===== config.mk =====
export PLATFORM = sky130hd
export DESIGN_NAME = pc_unit
export DESIGN_NICKNAME = d
export VERILOG_FILES = /design/src/rtl/pc_pkg.sv /design/src/rtl/pc_ras.sv /design/src/rtl/pc_unit.sv
export SDC_FILE = /design/constraint.sdc
export NUM_CORES = 1
export LEC_CHECK = 0
export CORE_UTILIZATION = 60
export DETAILED_ROUTE_END_ITERATION = 12
export PLACE_DENSITY = 0.85
export SYNTH_ARGS = -nofsm -noshare
export SYNTH_HDL_FRONTEND = slang
export SYNTH_HIERARCHICAL = 1
export SYNTH_SLANG_ARGS = --single-unit

===== constraint.sdc =====
create_clock -name pc_clk -period 4.3 [get_ports pc_clk]
set_input_delay 0.86 -clock pc_clk [delete_from_list [all_inputs] [get_ports pc_clk]]
set_output_delay 0.86 -clock pc_clk [all_outputs]
set_load 0.05 [all_outputs]

===== src/rtl/pc_pkg.sv =====
// Shared types and constants for the program-counter block and its
// return-address stack.
package pc_pkg;

  typedef enum logic [2:0] {
    SEL_SEQ    = 3'd0,
    SEL_HOLD   = 3'd1,
    SEL_TARGET = 3'd2,
    SEL_RAS    = 3'd3,
    SEL_TRAP   = 3'd4
  } pc_sel_e;

  localparam logic [31:0] DEFAULT_RESET_VECTOR = 32'h0000_0000;
  localparam logic [31:0] DEFAULT_TRAP_VECTOR  = 32'h0000_0100;
  localparam int unsigned DEFAULT_STEP         = 32'd4;
  localparam int          DEFAULT_RAS_DEPTH    = 4;

  // STEP is a power of two, so the low log2(STEP) bits are simply STEP-1.
  function automatic logic [63:0] align_mask(input logic [63:0] step);
    return step - 64'd1;
  endfunction

endpackage


===== src/rtl/pc_ras.sv =====
// Circular return-address stack; a push while full overwrites the oldest
// entry, and push+pop in one cycle rewrites the top entry in place.
module pc_ras #(
  parameter int XLEN      = 32,
  parameter int RAS_DEPTH = 4
) (
  input  logic            clk,
  input  logic            rst_n,
  input  logic            push,
  input  logic            pop,
  input  logic [XLEN-1:0] push_data,
  output logic [XLEN-1:0] top_data,
  output logic            empty,
  output logic            full
);

  localparam int PTR_W = (RAS_DEPTH > 1) ? $clog2(RAS_DEPTH) : 1;
  localparam int CNT_W = PTR_W + 1;
  localparam logic [CNT_W-1:0] CNT_FULL = CNT_W'(RAS_DEPTH);

  logic [XLEN-1:0]  mem_q [RAS_DEPTH];
  logic [XLEN-1:0]  mem_d [RAS_DEPTH];
  logic [PTR_W-1:0] top_q, top_d, top_inc_s;
  logic [CNT_W-1:0] cnt_q, cnt_d;
  logic             pop_ok_s;

  assign pop_ok_s  = pop && (cnt_q != {CNT_W{1'b0}});
  assign top_inc_s = top_q + {{(PTR_W-1){1'b0}}, 1'b1};

  // Next stack state; the pointer wraps naturally because the depth is a power of two.
  always_comb begin
    mem_d = mem_q;
    top_d = top_q;
    cnt_d = cnt_q;
    if (push && pop_ok_s) begin
      mem_d[top_q] = push_data;
    end else if (push) begin
      mem_d[top_inc_s] = push_data;
      top_d            = top_inc_s;
      if (cnt_q != CNT_FULL) begin
        cnt_d = cnt_q + {{(CNT_W-1){1'b0}}, 1'b1};
      end else begin
        cnt_d = cnt_q;
      end
    end else if (pop_ok_s) begin
      top_d = top_q - {{(PTR_W-1){1'b0}}, 1'b1};
      cnt_d = cnt_q - {{(CNT_W-1){1'b0}}, 1'b1};
    end else begin
      top_d = top_q;
      cnt_d = cnt_q;
    end
  end

  always_ff @(posedge clk or negedge rst_n) begin
    if (!rst_n) begin
      for (int i = 0; i < RAS_DEPTH; i++) begin
        mem_q[i] <= {XLEN{1'b0}};
      end
      top_q <= {PTR_W{1'b0}};
      cnt_q <= {CNT_W{1'b0}};
    end else begin
      mem_q <= mem_d;
      top_q <= top_d;
      cnt_q <= cnt_d;
    end
  end

  assign top_data = mem_q[top_q];
  assign empty    = (cnt_q == {CNT_W{1'b0}});
  assign full     = (cnt_q == CNT_FULL);

endmodule


===== src/rtl/pc_unit.sv =====
// Program counter with trap > redirect > stall > sequential priority,
// return-address prediction and misaligned-target detection.
module pc_unit
  import pc_pkg::*;
#(
  parameter int              XLEN         = 32,
  parameter logic [XLEN-1:0] RESET_VECTOR = XLEN'(DEFAULT_RESET_VECTOR),
  parameter logic [XLEN-1:0] TRAP_VECTOR  = XLEN'(DEFAULT_TRAP_VECTOR),
  parameter int unsigned     STEP         = DEFAULT_STEP,
  parameter int              RAS_DEPTH    = DEFAULT_RAS_DEPTH
) (
  input  logic            pc_clk,
  input  logic            pc_rst_n,
  input  logic            pc_stall,
  input  logic            pc_redirect,
  input  logic [XLEN-1:0] pc_target,
  input  logic            pc_call,
  input  logic            pc_ret,
  input  logic            pc_trap,
  output logic [XLEN-1:0] pc_out,
  output logic [XLEN-1:0] pc_seq,
  output logic            pc_ras_empty,
  output logic            pc_ras_full,
  output logic            pc_misaligned
);

  localparam logic [XLEN-1:0] STEP_INC   = XLEN'(STEP);
  localparam logic [XLEN-1:0] ALIGN_MASK = XLEN'(align_mask(64'(STEP)));

  logic [XLEN-1:0] pc_q, pc_d;
  logic            misaligned_q, misaligned_d;
  pc_sel_e         sel_s;
  logic            push_s, pop_s, ras_hit_s, tgt_misaligned_s;
  logic [XLEN-1:0] ras_top_s;
  logic            ras_empty_s, ras_full_s;

  assign pc_seq           = pc_q + STEP_INC;
  assign ras_hit_s        = pc_ret && !ras_empty_s;
  // A predicted return ignores pc_target entirely, including its alignment.
  assign tgt_misaligned_s = !ras_hit_s && ((pc_target & ALIGN_MASK) != {XLEN{1'b0}});

  // Next-PC source selection and stack control under fixed priority.
  always_comb begin
    sel_s        = SEL_SEQ;
    push_s       = 1'b0;
    pop_s        = 1'b0;
    misaligned_d = 1'b0;
    if (pc_trap) begin
      sel_s = SEL_TRAP;
    end else if (pc_redirect) begin
      if (tgt_misaligned_s) begin
        sel_s        = SEL_TRAP;
        misaligned_d = 1'b1;
      end else begin
        if (ras_hit_s) begin
          sel_s = SEL_RAS;
          pop_s = 1'b1;
        end else begin
          sel_s = SEL_TARGET;
        end
        push_s = pc_call;
      end
    end else if (pc_stall) begin
      sel_s = SEL_HOLD;
    end else begin
      sel_s = SEL_SEQ;
    end
  end

  // Next-PC mux.
  always_comb begin
    pc_d = pc_q;
    case (sel_s)
      SEL_SEQ:    pc_d = pc_seq;
      SEL_HOLD:   pc_d = pc_q;
      SEL_TARGET: pc_d = pc_target;
      SEL_RAS:    pc_d = ras_top_s;
      SEL_TRAP:   pc_d = TRAP_VECTOR;
      default:    pc_d = TRAP_VECTOR;
    endcase
  end

  always_ff @(posedge pc_clk or negedge pc_rst_n) begin
    if (!pc_rst_n) begin
      pc_q         <= RESET_VECTOR;
      misaligned_q <= 1'b0;
    end else begin
      pc_q         <= pc_d;
      misaligned_q <= misaligned_d;
    end
  end

  pc_ras #(
    .XLEN      (XLEN),
    .RAS_DEPTH (RAS_DEPTH)
  ) u_ras (
    .clk       (pc_clk),
    .rst_n     (pc_rst_n),
    .push      (push_s),
    .pop       (pop_s),
    .push_data (pc_seq),
    .top_data  (ras_top_s),
    .empty     (ras_empty_s),
    .full      (ras_full_s)
  );

  assign pc_out        = pc_q;
  assign pc_ras_empty  = ras_empty_s;
  assign pc_ras_full   = ras_full_s;
  assign pc_misaligned = misaligned_q;

endmodule


==> results.toml <==
[final_layout]
area_growth_syn_to_layout_pct = 21.2
fin_util_pct = 75.3
post_route_cells_drive_above_1_share_pct = 12.9
final_net_count = 877
final_cell_count_no_fill = 1020
num_antenna_cells = 0

[global_route]
global_route_usage_over_all_layers_pct = 33.9
gr-total-overflow = 0
initial_antenna_violation_count = 0
grt_first_pass_wirelength_mm = 37.6
grt_max_degree = 103
first_global_vias = 6985

[timing]
worstMarginPinSlew_ps = 991
clock_skew_ps = 9.80
post-route-worst-setup-slack_ps = 90.3
drv_slew = 0
timing_hold_violations_final = 0
min_period_ps = 4210
grt_setup_unrepaired = "no"
min_period_over_period_pct = 97.9
achievable-frequency_mhz = 238
totalNegativeSetupSlack_ps = 0
finalHoldWorstSlack_ps = 487
report.final.setup_viol = 0
relSlewSlack_pct = 33.9

[floorplanning]
fp.dieH_um = 122
dieArea_um2 = 15000
floorplan.rows = 43
io_pins = 106
core_um2 = 14000
initial_utilization_pct = 62.1
die_w_um = 122

[critical_path]
crit_end_category = "primary output"
critical_path.startpoint_type = "flip-flop"
worstPathArrival_ps = 3350
number_of_buffers_and_inverters_on_the_critical_path = 1
timing.critical_path.fanout_max = 7
setup.worst_path.class = "flip-flop to primary output"
worst_path_max_delay_cell = "clkdlybuf4s50_1"
cp_top_family = "simple AND/OR/NAND/NOR gates"
critical_path.max_stage_delay_ps = 910
cp_cell_sequence = "nand4_1 -> nor2_2 -> nand3_1 -> xnor2_1 -> clkdlybuf4s50_1"
critical_path_required_ps = 3440

[status]
result_of_the_run = "finished, final reports clean"

[placed_design]
post-dp-hpwl_mm = 15.1
placement.setup.worst_slack_ps = 379
portBuffers = 105
routabilityCongestion = 0.923
placed_cells = 990

[route]
vias_per_cell = 6.48
dr_total_vias = 6608
postRouteWirelength_mm = 23.9
drt-pass1-iter-count = 5
drt_first_iter_violations = 618
drcViolationCount = 0
detail_route.wl_per_cell_um = 23.4
antenna_left = 0

[yosys]
postSynth.asyncResetShare_pct = 100
synth.distinct_cells = 57
synth_nets = 775
number_of_cells_produced_by_synthesis = 727
synth.area.top_cells = "dfrtp_1 48%, mux4_2 8.3%, mux2_1 7.8%, mux2i_1 7.7%, nand2_1 3.7%"
synth_largest_area_cell = "dfrtp_1"
most_used_standard_cell_by_instance_count_after_synthesis = "dfrtp_1"
synth_edf_count = 0
leading_post_synthesis_cells_by_instance_count = "166 x dfrtp_1, 85 x nand2_1, 74 x inv_1"
yosys.area.top_type_share_pct = 47.8
yosys_most_used_dff = "dfrtp_1"
yosys_warnings = 6
synth_seq_area_share_pct = 47.8
synth.cell_area_um2 = 8680
synth-seq-cells = 166
syn_area_per_cell_um2 = 11.9

[clock_tree]
tritoncts.num_buffers = 17
total_number_of_h_tree_levels = 4
clkLatencyLatePin_ps = 420
tritoncts = "yes"
worst_setup_hold_path_clk_slew_ps = 60
cts_sinks = 166
cts_hold_buffers = 0
cts-root-to-sink-buffers = 2
clock-root-buffer = "clkbuf_16"

[job]
timing.max_cap.violations = 0

[power]
p_leak_uw = 0.00533
p_per_area_nw_per_um2 = 608
worst_vdd_ir_mv = 0.326

[min_path]
hold_path_class = "flip-flop to flip-flop"
[metrics by stage]
stage | cell area (um2) | total power [uW]
2_1_floorplan | 8680 | 4070
3_3_place_gp | 9930 | 4710
3_5_place_dp | 9930 | 4850
4_1_cts | 10500 | 6390
5_1_grt | 10500 | 6680
6_report | 10500 | 6400
[routing by layer]
layer  global-route usage, %  vias to the layer above  part of all wire (%)
li1                        -                     2771                     -
met1                    43.4                     3352                    38
met2                    54.8                      393                    50
met3                    6.51                       92                   7.7
met4                    18.4                        0                   3.7
met5                       0                        -                     0
[sequential cells by signal, summed over array words and instances (netlist names)]
| name | flops |
|---|---|
| u_ras/cnt_q | 3 |
| pc_misaligned | 1 |
| pc_out | 32 |
| u_ras/mem_q | 128 |
| u_ras/top_q | 2 |
[path summary, 6_finish.rpt]
kind / start / endpoint / slack [ps] / depth (start not counted)
max: pc_out[4] / pc_seq[29] / 90 / 5
min in group asynchronous: pc_rst_n / u_ras/cnt_q[2] / 530 / 1
min: u_ras/mem_q[7] / u_ras/mem_q[7] / 490 / 1
max in group asynchronous: pc_rst_n / u_ras/mem_q[88] / 2800 / 2
max reg2reg: u_ras/cnt_q[0] / u_ras/mem_q[85] / 970 / 10
min reg2reg: u_ras/mem_q[7] / u_ras/mem_q[7] / 490 / 1
[what timing repair did]
| action | CTS | global route |
|---|---|---|
| hold endpoints to repair | 0 | 0 |
| endpoints found under the setup margin | 2 | 16 |
| cloned | 0 | 0 |
| resized for setup | 2 | 11 |
| buffers inserted | 0 | 0 |
[cell usage in the layout, fill, tap and decap left out, types with 4 or more instances in the layout]
| master | netlist | final |
|---|---|---|
| dfrtp_1 | 166 | 165 |
| clkdlybuf4s50_1 | 0 | 93 |
| nand2_1 | 85 | 85 |
| inv_1 | 74 | 74 |
| mux2i_1 | 67 | 67 |
| mux2_1 | 60 | 60 |
| mux4_2 | 32 | 32 |
| xnor2_1 | 21 | 21 |
| nor2_1 | 22 | 20 |
| a221o_1 | 19 | 19 |
| a22o_1 | 19 | 19 |
| buf_4 | 8 | 18 |
| nand3_1 | 17 | 17 |
| clkbuf_16 | 0 | 17 |
| xor2_1 | 12 | 12 |
| dlymetal6s2s_1 | 0 | 9 |
| ha_1 | 8 | 8 |
| nand4_1 | 6 | 6 |
| o21ai_0 | 6 | 6 |
| a222oi_1 | 6 | 6 |
| mux2_2 | 6 | 6 |
| nor3_1 | 6 | 5 |
| nor2_2 | 2 | 4 |
| a22oi_1 | 4 | 4 |
| buf_12 | 0 | 4 |
[cell type report]
type,count,area (um2)
Fill cell,887,3460
Clock inverter,8,100
Inverter,74,278
Multi-Input combinational cell,443,4010
Sequential cell,166,4160
Tap cell,180,225
Clock buffer,22,474
Timing Repair Buffer,127,1290
[cells by family after synthesis]
kind of cell | Yosys count | synth area share (%)
xor+xnor | 34 | 3.52
flops | 166 | 47.8
simple gates | 166 | 9.41
compound gates | 69 | 7.06
fa+ha+maj | 9 | 1.38
buf+inv | 118 | 6.22
mux | 165 | 24.6
[power breakdown]
group	total, uW	switching (uW)	leakage, uW	internal (uW)
clock network	1500	604	0.000282	894
registers	2530	444	0.00217	2080
logic	2370	1320	0.00288	1060
total	6400	2370	0.00533	4030
Power figures use the tool's default switching activity.
